### src/rtl/mem_arb_pkg.sv
// mem_arb_pkg: shared types and constants for the two-master burst arbiter.
package mem_arb_pkg;

    typedef enum logic [1:0] {
        IDLE  = 2'd0,
        BURST = 2'd1,
        DONE  = 2'd2
    } arb_state_t;

    typedef logic master_id_t;

    localparam int unsigned BYTES_PER_WORD = 4;

endpackage

### src/rtl/mem_arb_rr.sv
// mem_arb_rr: combinational 2-way round-robin picker. On a tie the master
// that was not granted last wins; otherwise the single requester wins.
module mem_arb_rr
    import mem_arb_pkg::*;
(
    input  logic [1:0] req,
    input  master_id_t last_gnt,
    output master_id_t winner,
    output logic       any
);

    // Pick a winner among the active requesters.
    always_comb begin
        any    = |req;
        winner = 1'b0;
        if (req == 2'b11) begin
            winner = ~last_gnt;
        end else if (req[1]) begin
            winner = 1'b1;
        end
    end

endmodule

### src/rtl/mem_arbiter.sv
// mem_arbiter: shares one main-memory port between two burst masters,
// sequencing fixed-length line bursts (one word per mem_ready handshake)
// with round-robin fairness.
// Optional build macro MEM_ARB_TIMEOUT_EN: abort a burst after
// TIMEOUT_CYCLES cycles without mem_ready and pulse err with done.
module mem_arbiter
    import mem_arb_pkg::*;
#(
    parameter int unsigned WIDTH          = 32,
    parameter int unsigned BURST_LEN      = 4,
    parameter int unsigned TIMEOUT_CYCLES = 64
) (
    input  logic                         clk,
    input  logic                         rst,
    input  logic                         m0_req,
    input  logic                         m0_we,
    input  logic [WIDTH-1:0]             m0_addr,
    input  logic [WIDTH-1:0]             m0_wdata,
    input  logic                         m1_req,
    input  logic                         m1_we,
    input  logic [WIDTH-1:0]             m1_addr,
    input  logic [WIDTH-1:0]             m1_wdata,
    output logic                         m0_gnt,
    output logic                         m1_gnt,
    output logic [$clog2(BURST_LEN)-1:0] beat,
    output logic [WIDTH-1:0]             rdata,
    output logic                         m0_rvalid,
    output logic                         m1_rvalid,
    output logic                         m0_done,
    output logic                         m1_done,
    output logic                         err,
    output logic                         mem_req,
    output logic                         mem_we,
    output logic [WIDTH-1:0]             mem_addr,
    output logic [WIDTH-1:0]             mem_wdata,
    input  logic                         mem_ready,
    input  logic [WIDTH-1:0]             mem_rdata
);

    localparam int unsigned BEAT_W   = $clog2(BURST_LEN);
    localparam int unsigned OFF_BITS = $clog2(BURST_LEN * BYTES_PER_WORD);
    localparam logic [WIDTH-1:0] BASE_MASK = ~((WIDTH'(1) << OFF_BITS) - WIDTH'(1));
    localparam logic [BEAT_W-1:0] LAST_BEAT = BEAT_W'(BURST_LEN - 1);

    arb_state_t       state;
    master_id_t       id;
    master_id_t       last_gnt;
    master_id_t       winner;
    logic             any;
    logic             we_q;
    logic [WIDTH-1:0] base;
    logic             timeout;
    logic             rd_fire;

    mem_arb_rr u_rr (
        .req      ({m1_req, m0_req}),
        .last_gnt (last_gnt),
        .winner   (winner),
        .any      (any)
    );

`ifdef MEM_ARB_TIMEOUT_EN
    localparam int unsigned CNT_W = $clog2(TIMEOUT_CYCLES);
    logic [CNT_W-1:0] to_cnt;

    // Count consecutive BURST cycles without a memory handshake.
    always_ff @(posedge clk or negedge rst) begin
        if (!rst) begin
            to_cnt <= '0;
        end else if (state != BURST || mem_ready) begin
            to_cnt <= '0;
        end else begin
            to_cnt <= to_cnt + CNT_W'(1);
        end
    end

    assign timeout = (state == BURST) && !mem_ready &&
                     (to_cnt == CNT_W'(TIMEOUT_CYCLES - 1));
`else
    logic unused_timeout_cfg;
    assign unused_timeout_cfg = |32'(TIMEOUT_CYCLES);
    assign timeout = 1'b0;
`endif

    // Arbitration FSM: grant, beat sequencing, done/err pulses.
    always_ff @(posedge clk or negedge rst) begin
        if (!rst) begin
            state    <= IDLE;
            id       <= 1'b0;
            last_gnt <= 1'b1;
            we_q     <= 1'b0;
            base     <= '0;
            beat     <= '0;
            m0_gnt   <= 1'b0;
            m1_gnt   <= 1'b0;
            m0_done  <= 1'b0;
            m1_done  <= 1'b0;
            err      <= 1'b0;
        end else begin
            m0_done <= 1'b0;
            m1_done <= 1'b0;
            err     <= 1'b0;
            case (state)
                IDLE: begin
                    if (any) begin
                        id     <= winner;
                        we_q   <= winner ? m1_we : m0_we;
                        base   <= (winner ? m1_addr : m0_addr) & BASE_MASK;
                        beat   <= '0;
                        m0_gnt <= !winner;
                        m1_gnt <= winner;
                        state  <= BURST;
                    end
                end
                BURST: begin
                    // Done/gnt are registered on the way into DONE so the
                    // pulse and the dropped grant appear in the DONE cycle.
                    if (timeout || (mem_ready && beat == LAST_BEAT)) begin
                        state   <= DONE;
                        beat    <= '0;
                        m0_gnt  <= 1'b0;
                        m1_gnt  <= 1'b0;
                        m0_done <= !id;
                        m1_done <= id;
                        err     <= timeout;
                    end else if (mem_ready) begin
                        beat <= beat + BEAT_W'(1);
                    end
                end
                DONE: begin
                    last_gnt <= id;
                    state    <= IDLE;
                end
                default: state <= IDLE;
            endcase
        end
    end

    assign mem_req   = (state == BURST);
    assign mem_we    = mem_req && we_q;
    assign mem_addr  = mem_req ? base + WIDTH'(beat) * WIDTH'(BYTES_PER_WORD) : '0;
    assign mem_wdata = mem_req ? (id ? m1_wdata : m0_wdata) : '0;
    assign rd_fire   = mem_req && !we_q && mem_ready;
    assign m0_rvalid = rd_fire && !id;
    assign m1_rvalid = rd_fire && id;
    assign rdata     = rd_fire ? mem_rdata : '0;

endmodule

### config.mk
export PLATFORM = sky130hd
export DESIGN_NAME = mem_arbiter
export DESIGN_NICKNAME = d
export VERILOG_FILES = /design/src/rtl/mem_arb_pkg.sv /design/src/rtl/mem_arb_rr.sv /design/src/rtl/mem_arbiter.sv
export SDC_FILE = /design/constraint.sdc
export NUM_CORES = 1
export LEC_CHECK = 0
export CORE_MARGIN = 5
export CORE_UTILIZATION = 30
export CTS_CLUSTER_DIAMETER = 150
export DETAILED_ROUTE_END_ITERATION = 8
export PLACE_DENSITY = 0.89
export SLEW_MARGIN = 20
export SYNTH_ARGS = -nofsm -noshare
export SYNTH_HDL_FRONTEND = slang
export SYNTH_SLANG_ARGS = --single-unit
### constraint.sdc
create_clock -name clk -period 1.9 [get_ports clk]
set_input_delay 0.285 -clock clk [delete_from_list [all_inputs] [get_ports clk]]
set_output_delay 0.285 -clock clk [all_outputs]
set_load 0.05 [all_outputs]
After elaboration in Yosys (flattened, before gate mapping):

Index checks and enable logic that the tools add are counted.

* register bits: 39
* output and inout port bits: 107

* reductions and logical operators: 16
* add/subtract/negate cells: 2
* eq/ne operators: 7
* bitwise operators: 1
* mux-type cells: 24

Operators by type and width (number)
* two-way mux 32 bit: 5
* adder 32 x 4 -> 32 bit: 1
* two-way mux 1 bit: 10
* two-way mux 2 bit: 5
* case mux 2 bit (2 select lines): 2
* == test 2 bit, second input constant: 3
* logical AND 1 bit: 6
* AND reduction 3 bit: 2
* case mux 1 bit (2 select lines): 2
* AND reduction 2 bit: 2
* zero test 1 bit: 3
* inequality test 3 x 1 -> 1 bit, second input constant: 1
* adder 2 x 1 -> 2 bit, second input constant: 1
* == test 2 x 1 -> 1 bit, second input constant: 1
* zero test 2 bit: 1
* inequality test 2 x 1 -> 1 bit, second input constant: 1
* inequality test 2 bit, second input constant: 1
* nonzero test 2 bit: 1
* OR reduction 2 bit: 1
* NOT 1 bit: 1

Depth between registers and ports, before layout:

Gate-level depths: netlist (run 1).

* depth in word-level cells: 5
* gate-level depth with buffers: 6
* gate-level depth less buffers: 4

Cells and area by module:

Synthesis (run 1) repeated with hierarchy kept, for this count alone.

* cell total of the unflattened synthesis: 309
* area total of the unflattened synthesis: 2788.9 sq um

Modules (own cells, without submodules)
* mem_arbiter: cells an instance 307, area each 2775.2 sq um, seq. area each 977.2 sq um, times used 1
* mem_arb_rr: cells an instance 2, area each 13.8 sq um, seq. area each 0.0 sq um, times used 1

Least setup slack after synthesis (run 1):

No wires, ideal clock.

* kind: reg-to-output
* start point: register state[1]
* end point: output mem_addr[23]
* buffers on the path: 2
* required time: 1.615 ns
* stages on the path, launching flop included: 6
* path slack: -0.270 ns
* arrival time: 1.885 ns
* path through: dfrtp_1 -> nand2b_1 -> clkbuf_1 -> inv_1 -> clkbuf_1 -> and2_1

* cells in the longest elaborated chain, start to end: 2

RTL lines
* start: declaration: line mem_arbiter.sv:45 `arb_state_t state;`
* start signal: assignment: line mem_arbiter.sv:88 `state <= IDLE;`
* start signal: assignment: line mem_arbiter.sv:112 `state <= BURST;`
* start signal: assignment: line mem_arbiter.sv:119 `state <= DONE;`
* == test 2 x 1 -> 1 bit: line mem_arbiter.sv:139 `assign mem_req = (state == BURST);`
* via mem_req: line mem_arbiter.sv:32 `output logic mem_req,`
* two-way mux 32 bit: line mem_arbiter.sv:141 `assign mem_addr = mem_req ? base + WIDTH'(beat) * WIDTH'(BYTES_PER_WORD) : '0;`
* end: declaration: line mem_arbiter.sv:34 `output logic [WIDTH-1:0] mem_addr,`

The timed path passes the listed nets, and every way through them passes these cells.

Worst setup path in the final report (run 1):

* start point: register state[1]
* end point: output mem_wdata[20]

* cells in the longest elaborated chain, start to end: 2

RTL lines
* == test 2 x 1 -> 1 bit: line mem_arbiter.sv:139
* two-way mux 32 bit: line mem_arbiter.sv:142 `assign mem_wdata = mem_req ? (id ? m1_wdata : m0_wdata) : '0;`
* end: declaration: line mem_arbiter.sv:35 `output logic [WIDTH-1:0] mem_wdata,`

Every way passes these cells.

==> metrics, run 1 <==
endpoints failing setup=1; routed wirelength normalized by instance count=20.7 um; maximum number of pins on one net before global-route repair=35; Reg2Reg Depth=4; number of global-route vias before repair=3,331; ys async rst share=100%; FF-to-FF Start=last_gnt; critical path's slowest cell=dfrtp_1; average footprint of a synthesized cell=10.1 um^2; layout cells sized above 1=41.2%; H-tree levels=2; ordered cell list for the critical path=nand2b_1, buf_4, nor2_1, buf_12; EDFF count, synth=0; detailed router's first-iteration violation count=129; count of buffering cells on the critical path with inverters included=2; hold violation count in the final report=0; # diodes=0; dominant cell by count in the synthesized netlist=and2_1; remaining design rule violation count=0; min-delay worst type=in -> async; worst vdd ir=1.18 mV; basic-gate share of the synthesized area counting and, or, nand and nor cells=21.6%; crit path DAT=1.62 ns; number of cells produced by synthesis=276; number of non-filler instances in the completed layout=655; area of the die=11,300 um^2; Max FO, Critical Path=32; Inst Count DP=641; worst-skew pair later-pin latency=0.29 ns; required time of the worst setup path=1.62 ns; fin nets=711; total clock buffers created by CTS=5; WHS=0.466 ns; Yosys Warn Count=0; final standard cell utilization of the core=72.0%; post-synth top area cell=dfrtp_1; drt pass-1 iters=4; startpoint type of the worst setup path=register; largest cells by area after synthesis=dfrtp_1 34%, mux2_2 20%, and2_1 15%, mux2i_1 12%, nor2_1 4.7%; CTS Root Buffer Type=clkbuf_8; achievable frequency=525 MHz; unique cell type count in the Yosys netlist=26; worst stage delay on the critical path=0.42 ns; number of antenna violations at the first check in global routing=0; fill cell total of the finished layout=594; pre-CTS setup slack=-0.0127 ns; xor/xnor share of the synthesized area=0%; setup repair after global routing missed its margin=yes; power density over the cells=1770 nW/um^2; total of max-cap violations=0; adder-cell share of the synthesized area=0.451%; main combinational cell family by area after synthesis=multiplexers; ys flop type=dfrtp_1; post-layout minimum cycle time=1.90 ns; maximum root-to-sink buffer count=2; Std-Cell Rows=35; clock-pin transition on the worst setup and hold timing paths=0.08 ns; initial cell density of the core=30.5%; area of the core region=9110 um^2; max-slew headroom at the worst pin=64.4%; run status=finished with violations; area of the mapped netlist=2770 um^2; synthesized-area fraction occupied by ao, oa, aoi and oai cells=2.12%; top cell types by occurrence after synthesis=65 x and2_1, 49 x mux2_2, 38 x dfrtp_1; family with the most delay on the worst path=simple AND/OR/NAND/NOR gates; share of synthesized area spent on multiplexers=35.9%; worst setup path category=reg -> out; fraction of the yosys area taken by sequential cells=35.2%; die extent in y=106 um; violations in the final reports=setup timing; worst clock skew=0.0140 ns; Clock Sinks=39; number of buffers inserted by port buffering=262; Final GP Congestion=0.860; Post-DRT Antenna Nets=0; total routing resource utilization after global routing=21.0%; Detailed Place HPWL=10,500 um; final setup TNS=-0.00440 ns; total grt overflow=0; global-route wire length before repair=18,600 um; Layout Area Growth over Synthesis=136%; final worst-path setup slack=-0.00440 ns; transition time at the pin with the least slew margin=0.532 ns; fraction of post-synthesis cell area in the top cell type by area=34.3%; number of top-level pins=274; vias after detailed routing=3,144; leakage power of the design=2.88 nW; number of max-slew violations in the final report=0; crit end category=output pin; endpoint of the most critical register-to-register path=base[17]; register-to-register setup slack=0.29 ns; number of synthesized register bits=39; chip width=106 um; Final Routed Wirelength=13,500 um; Final Cycle Share=100%; routed via count divided by cell count=4.80; clock tree from TritonCTS=done
[logic make-up after synthesis]
group | Yosys count
other cells | 1
flops | 39
fa+ha+maj | 1
buf+inv | 25
compound gates | 7
mux | 92
simple gates | 111
[state kept, by name, indices dropped and copies added (netlist names)]
name and cells:
base 28, beat 2, state 2, id 1, last_gnt 1, m0_done 1
m0_gnt 1, m1_done 1, m1_gnt 1, we_q 1
[worst max-delay path by stage]
stage | from | end | slack, ns | cells after the start
after CTS | state[1] | rdata[22] | 0.01 | 5
after global placement | m1_req | base[16] | 0.008 | 5
after global routing | state[1] | rdata[29] | -0.07 | 5
after detailed placement | mem_ready | rdata[21] | -0.01 | 6
final | state[1] | mem_wdata[20] | -0.004 | 4
after floorplan | id | mem_wdata[10] | 0.02 | 4
[placed cells by master, fill, tap and decap left out, drive strengths merged, types with 2 or more instances in the layout]
cell	Yosys	final
conb	1	3
nand2b	2	2
buf	12	119
dfrtp	38	38
mux2	59	59
clkbuf	11	8
and2	65	65
a31o	2	2
bufinv	0	2
inv	2	2
nor3	2	2
mux2i	33	33
clkdlybuf4s50	0	159
nor2	35	35
nand2	4	4
[metrics by stage]
step,power (mW),instance area (um^2)
final,11.6,6560
after global routing,12.0,6560
after CTS,11.2,6340
after detailed placement,10.3,6190
after global placement,10.2,6190
after floorplan,6.44,2790
[where the power goes]
group / switching, mW / internal [mW] / total (mW)
Clock: 0.289 / 0.525 / 0.814
Combinational: 5.22 / 4.08 / 9.30
Sequential: 0.253 / 1.23 / 1.48
Total: 5.76 / 5.83 / 11.6
[repair_timing]
item	in CTS	in global routing
gates resized for setup	2	53
buffers inserted	0	3
setup endpoints to repair	33	74
hold endpoints to repair	17	0
hold buffers	1	0
pin swaps	0	3
gates cloned	0	2
[layer usage]
metal	vias to the layer above	track usage (%)	wire length, um
li1	1456	-	-
met1	1514	21.6	4670
met2	156	39.9	7290
met3	18	7.83	1290
met4	0	5.46	277
met5	-	0	0
[cell type report]
type	instances	area (um^2)	area share (%)
Timing Repair Buffer	281	3510	53.5
Multi-Input combinational cell	214	1790	27.3
Sequential cell	39	978	14.9
Tap cell	111	139	2.12
Clock buffer	6	72.6	1.11
Clock inverter	2	60.1	0.916
Inverter	2	7.51	0.114
No activity file was read; power rests on OpenSTA's default activity.
==> run 2, diff against run 1 <==
Settings changed: CORE_AREA set to 5 5 104 106, CORE_MARGIN 5 to unset, CORE_UTILIZATION 30 to unset, DIE_AREA set to 0 0 109 111, PLACE_DENSITY 0.89 to 0.85.
Clock period 1.9 ns to 2.5 ns, I/O delays scaled along.
==> metrics, run 2 (synthesis results as in run 1) <==
run status=completed (was finished with violations); area of the multi-input gates=1690 um^2 (was 1790 um^2); vias after detailed routing=3,025 (was 3,144); startpoint type of the worst setup path=input pin (was register); Detailed Place HPWL=10,300 um (was 10,500 um); hold bufs inserted after CTS=0 (was 1); post-layout minimum cycle time=2.25 ns; endpoint of the most critical register-to-register path=base[7] (was base[17]); register-to-register setup slack=0.87 ns (was 0.29 ns); crit end category=output pin (unchanged); registers with the most flip-flops=base: 28 flops, beat: 2 flops, state: 2 flops (unchanged); pre-CTS setup slack=0.256 ns (was -0.0127 ns); setup repair after global routing missed its margin=no (was yes); commonest non-fill, non-tap cells in the layout=163 x clkdlybuf4s50_1, 71 x buf_12, 65 x and2_1, 49 x mux2_2, 37 x dfrtp_1 (was 159 x clkdlybuf4s50_1, 73 x buf_12, 49 x mux2_2, 37 x dfrtp_1); crit path launch=mem_ready (was state[1]); Post-DRT Antenna Nets=0 (unchanged); maximum root-to-sink buffer count=2 (unchanged); power consumption=8.28 mW (was 11.6 mW); H-tree levels=2 (unchanged); final setup TNS=0 ns (was -0.00440 ns); worst clock skew=0.00846 ns (was 0.0140 ns); crit path DAT=1.87 ns (was 1.62 ns); Logic pwr share=79.5% (was 80.2%); die extent in y=111 um (was 106 um); layout cells sized above 1=31.8% (was 41.2%); Resize count post-CTS=0 (was 2); clock tree from TritonCTS=done (unchanged); worst stage delay on the critical path=0.53 ns (was 0.42 ns); drt pass-1 iters=4 (unchanged); number of top-level pins=274 (unchanged); part of the total power dissipated in the clock network=6.5% (was 7.0%); fill cell total of the finished layout=739 (was 594); worst-skew pair later-pin latency=0.28 ns (was 0.29 ns); total of max-cap violations=0 (unchanged); max-slew headroom at the worst pin=41.4% (was 64.4%); family with the most delay on the worst path=buffers and inverters (was simple AND/OR/NAND/NOR gates); Layout Area Growth over Synthesis=126% (was 136%); total clock buffers created by CTS=5 (unchanged); FF-to-FF Start=last_gnt (unchanged); Max FO, Critical Path=33 (was 32); Clock Sinks=39 (unchanged); global-route wire length before repair=18,300 um (was 18,600 um); WHS=0.190 ns (was 0.466 ns); worst vdd ir=0.756 mV (was 1.18 mV); number of buffers inserted by port buffering=262 (unchanged); Inst Count DP=657 (was 641); remaining design rule violation count=0 (unchanged); Final GP Congestion=0.768 (was 0.860); ordered cell list for the critical path=clkdlybuf4s50_1, nand3b_1, nor2_1, buf_4, and2_1, buf_12 (was nand2b_1, buf_4, nor2_1, buf_12); routed wirelength normalized by instance count=18.5 um (was 20.7 um); P_sw=4.23 mW (was 5.76 mW); chip width=109 um (was 106 um); switching part of the total power=51.2% (was 49.7%); most common cell after layout, fill and taps aside=clkdlybuf4s50_1 (unchanged); area of the core region=9680 um^2 (was 9110 um^2); number of antenna violations at the first check in global routing=0 (unchanged); number of global-route vias before repair=3,238 (was 3,331); final worst-path setup slack=0.253 ns (was -0.00440 ns); worst setup path category=in -> out (was reg -> out); achievable frequency=445 MHz; flip-flop count of the largest register, all copies and words added=28 (unchanged); Final Routed Wirelength=12,300 um (was 13,500 um); initial cell density of the core=28.6% (was 30.5%); endpoints failing setup=0 (was 1); # diodes=0 (unchanged); Final Cycle Share=89.9%; total routing resource utilization after global routing=19.6% (was 21.0%); number of non-filler instances in the completed layout=665 (was 655); min-delay worst type=in -> async (unchanged); CTS Root Buffer Type=clkbuf_8 (unchanged); leakage power of the design=2.72 nW (was 2.88 nW); fin nets=699 (was 711); total setup buffers inserted after CTS=0 (unchanged); Std-Cell Rows=36 (was 35); required time of the worst setup path=2.12 ns (was 1.62 ns); count of buffering cells on the critical path with inverters included=3 (was 2); power density over the cells=1320 nW/um^2 (was 1770 nW/um^2); detailed router's first-iteration violation count=95 (was 129); transition time at the pin with the least slew margin=0.879 ns (was 0.532 ns); total grt overflow=0 (unchanged); number of max-slew violations in the final report=0 (unchanged); critical path's slowest cell=clkdlybuf4s50_1 (was dfrtp_1); sequential fraction of design power=14.0% (was 12.8%); routed via count divided by cell count=4.55 (was 4.80); hold violation count in the final report=0 (unchanged); maximum number of pins on one net before global-route repair=40 (was 35); combined flip-flop and latch cell area=978 um^2 (unchanged); Reg2Reg Depth=4 (unchanged); Top reg by flops=base (unchanged); clock-pin transition on the worst setup and hold timing paths=0.08 ns (about the same); internal power component=4.04 mW (was 5.83 mW); area of the die=12,100 um^2 (was 11,300 um^2)
-- run 2: area by class of cell --
cell class | count | area share, %
Tap cell | 133 | 2.65
Multi-Input combinational cell | 214 | 26.9
Clock inverter | 2 | 0.559
Timing Repair Buffer | 269 | 52.8
Sequential cell | 39 | 15.6
Inverter | 2 | 0.120
Clock buffer | 6 | 1.32
-- run 2: stage by stage --
stage | cell area [um^2] | util (%)
floorplan | 2780 | -
global placement | 6150 | 63.5
detailed placement | 6150 | 63.5
CTS | 6270 | 64.7
global route | 6270 | 64.7
finish | 6270 | 64.7
-- run 2: layer usage --
metal | part of all wire, % | routed length [um] | track usage, % | vias to the layer above
li1 | - | - | - | 1424
met1 | 34 | 4150 | 19.8 | 1423
met2 | 52 | 6440 | 36.7 | 157
met3 | 11 | 1370 | 6.70 | 21
met4 | 2.9 | 352 | 6.31 | 0
met5 | 0 | 0 | 0 | -
-- run 2: power groups by stage --
stage          sequential [mW]  clock (mW)  combinational [mW]
6_report                  1.16       0.536                6.58
5_1_grt                   1.20       0.582                6.85
4_1_cts                   1.16       0.560                6.65
3_5_place_dp              1.17           0                6.63
3_3_place_gp              1.14           0                6.55
2_1_floorplan             1.16           0                3.73
-- run 2: worst max path at each step --
stage                    to  cells past startpoint
2_1_floorplan  mem_addr[23]                      5
3_3_place_gp      rdata[10]                      6
3_5_place_dp      rdata[10]                      6
4_1_cts           rdata[10]                      6
5_1_grt           rdata[10]                      6
6_report          rdata[10]                      6
-- run 2: worst reg2reg max path: stages (launching register included) --
cell	delay (ns)
dfstp_2	0.54
a21bo_2	0.15
buf_12	0.19
mux2_2	0.39
mux2_2	0.26
==> run 3, diff against run 2 <==
Settings changed: CTS_CLUSTER_DIAMETER 150 to unset, SETUP_SLACK_MARGIN set to 0.3.
==> metrics, run 3 (synthesis results as in run 1) <==
run status=completed (unchanged); total grt overflow=0 (unchanged); WL met2=6510 um (was 6440 um); required time of the worst setup path=2.12 ns (about the same); Max FO, Critical Path=29 (was 33); length of routed met3 wiring=1330 um (was 1370 um); die extent in y=111 um (unchanged); fill cell total of the finished layout=728 (was 739); Logic pwr share=80.1% (was 79.5%); max-slew headroom at the worst pin=59.6% (was 41.4%); internal power component=4.05 mW (was 4.04 mW); P_sw=4.24 mW (was 4.23 mW); layout cells sized above 1=33.7% (was 31.8%); flip-flop count of the largest register, all copies and words added=28 (unchanged); Layout Area Growth over Synthesis=128% (was 126%); CTS Root Buffer Type=clkbuf_8 (unchanged); routed via count divided by cell count=4.51 (was 4.55); sequential fraction of design power=13.6% (was 14.0%); registers with the most flip-flops=base: 28 flops, beat: 2 flops, state: 2 flops (unchanged); startpoint type of the worst setup path=register (was input pin); hold violation count in the final report=0 (unchanged); detailed router's first-iteration violation count=102 (was 95); endpoints failing setup=0 (unchanged); crit path DAT=1.72 ns (was 1.87 ns); number of max-slew violations in the final report=0 (unchanged); clock-pin transition on the worst setup and hold timing paths=0.09 ns (was 0.08 ns); total clock buffers created by CTS=5 (unchanged); total of max-cap violations=0 (unchanged); total routing resource utilization after global routing=19.1% (was 19.6%); Top reg by flops=base (unchanged); worst vdd ir=0.742 mV (was 0.756 mV); Post-DRT Antenna Nets=0 (unchanged); WHS=0.0842 ns (was 0.190 ns); clock tree from TritonCTS=done (unchanged); highest metal layer with signal wires=met4 (unchanged); maximum number of pins on one net before global-route repair=33 (was 40); final setup TNS=0 ns (unchanged); power density over the cells=1310 nW/um^2 (was 1320 nW/um^2); maximum root-to-sink buffer count=2 (unchanged); worst-skew pair later-pin latency=0.29 ns (was 0.28 ns); commonest non-fill, non-tap cells in the layout=162 x clkdlybuf4s50_1, 68 x buf_12, 58 x and2_1, 49 x mux2_2, 38 x buf_4 (was 163 x clkdlybuf4s50_1, 71 x buf_12, 65 x and2_1, 49 x mux2_2, 37 x dfrtp_1); leakage power of the design=2.75 nW (was 2.72 nW); part of the total power dissipated in the clock network=6.3% (was 6.5%); achievable frequency=478 MHz (was 445 MHz); switching part of the total power=51.1% (was 51.2%); number of top-level pins=274 (unchanged); chip width=109 um (unchanged); Final GP Congestion=0.772 (was 0.768); setup repair after global routing missed its margin=yes (was no); Final Routed Wirelength=12,300 um (about the same); remaining design rule violation count=0 (unchanged); DRT met1 WL=4190 um (was 4150 um); Clock Sinks=39 (unchanged); pre-CTS setup slack=0.254 ns (was 0.256 ns); fin nets=704 (was 699); Std-Cell Rows=36 (unchanged); area of the core region=9680 um^2 (unchanged); most common cell after layout, fill and taps aside=clkdlybuf4s50_1 (unchanged); drt pass-1 iters=4 (unchanged); H-tree levels=2 (unchanged); routed wirelength normalized by instance count=18.3 um (was 18.5 um); initial cell density of the core=28.6% (unchanged); worst setup path category=reg -> out (was in -> out); Reg2Reg Depth=4 (unchanged); post-layout minimum cycle time=2.09 ns (was 2.25 ns); vias after detailed routing=3,027 (was 3,025); transition time at the pin with the least slew margin=0.605 ns (was 0.879 ns); global-route wire length before repair=17,900 um (was 18,300 um); final worst-path setup slack=0.408 ns (was 0.253 ns); number of global-route vias before repair=3,303 (was 3,238); area of the die=12,100 um^2 (unchanged); number of buffers inserted by port buffering=262 (unchanged); Detailed Place HPWL=10,200 um (was 10,300 um); Final Cycle Share=83.7% (was 89.9%); crit end category=output pin (unchanged); worst clock skew=0.0111 ns (was 0.00846 ns); min-delay worst type=in -> async (unchanged); number of antenna violations at the first check in global routing=1 (was 0)
run 3: changes by cell type in the layout (fill, tap and decap cells not counted), sizes merged:
cell	change
buf	+4
clkbuf	+1
clkdlybuf4s50	-1
clkinv	-1
clkinvlp	+1
diode	+1
dlymetal6s2s	+1
run 3: area by class of cell:
class | count | area (um^2) | share of cell area [%]
diodes | 1 | 2.50 | 0.0396
flip-flops and latches | 39 | 978 | 15.5
clock buffers | 6 | 72.6 | 1.15
well taps | 133 | 166 | 2.63
inverters | 2 | 7.51 | 0.119
clock inverters | 2 | 37.5 | 0.593
repair buffers | 274 | 3350 | 52.9
multi-input cells | 214 | 1710 | 27.1
run 3: timing repair:
item                                    CTS  global route
gates cloned                              1             1
buffers inserted                          1             0
pin swaps                                 2             2
endpoints found under the setup margin   33            52
hold buffers                              0             0
gates resized for setup                   5            10
run 3: final timing paths:
kind | startpoint | endpoint | slack, ns
min in group clk | mem_ready | state[0] | 0.43
max reg2reg | last_gnt | base[19] | 0.79
max in group asynchronous | rst | base[8] | 1.77
min | rst | base[16] | 0.08
max | state[1] | mem_addr[30] | 0.41
min reg2reg | base[31] | base[31] | 0.50
run 3: critical path: stages (launching register included):
cell and delay [ns]:
dfrtp_1 0.41, nand2b_1 0.17, inv_1 0.18, buf_6 0.25, and2_1 0.20, buf_4 0.21
run 3: power by group through the flow:
| stage | Sequential (mW) | Combinational (mW) | Clock, mW |
|---|---|---|---|
| finish | 1.13 | 6.65 | 0.521 |
| global route | 1.18 | 6.89 | 0.567 |
| CTS | 1.13 | 6.65 | 0.539 |
| detailed placement | 1.14 | 6.60 | 0 |
| global placement | 1.11 | 6.51 | 0 |
| floorplan | 1.16 | 3.73 | 0 |
run 3: through the flow:
stage | area [um^2] | instances | power (mW) | util (%)
6_report | 6320 | 671 | 8.29 | 65.3
5_1_grt | 6320 | 671 | 8.63 | 65.3
4_1_cts | 6270 | 669 | 8.32 | 64.7
3_5_place_dp | 6130 | 659 | 7.74 | 63.3
3_3_place_gp | 6130 | 659 | 7.63 | 63.3
2_1_floorplan | 2780 | 278 | 4.89 | -
run 3: layer usage:
layer / vias to the layer above / global-route usage, %
met4: 0 / 5.47
met5: - / 0
met3: 16 / 6.29
li1: 1438 / -
met2: 158 / 36.4
met1: 1415 / 19.1
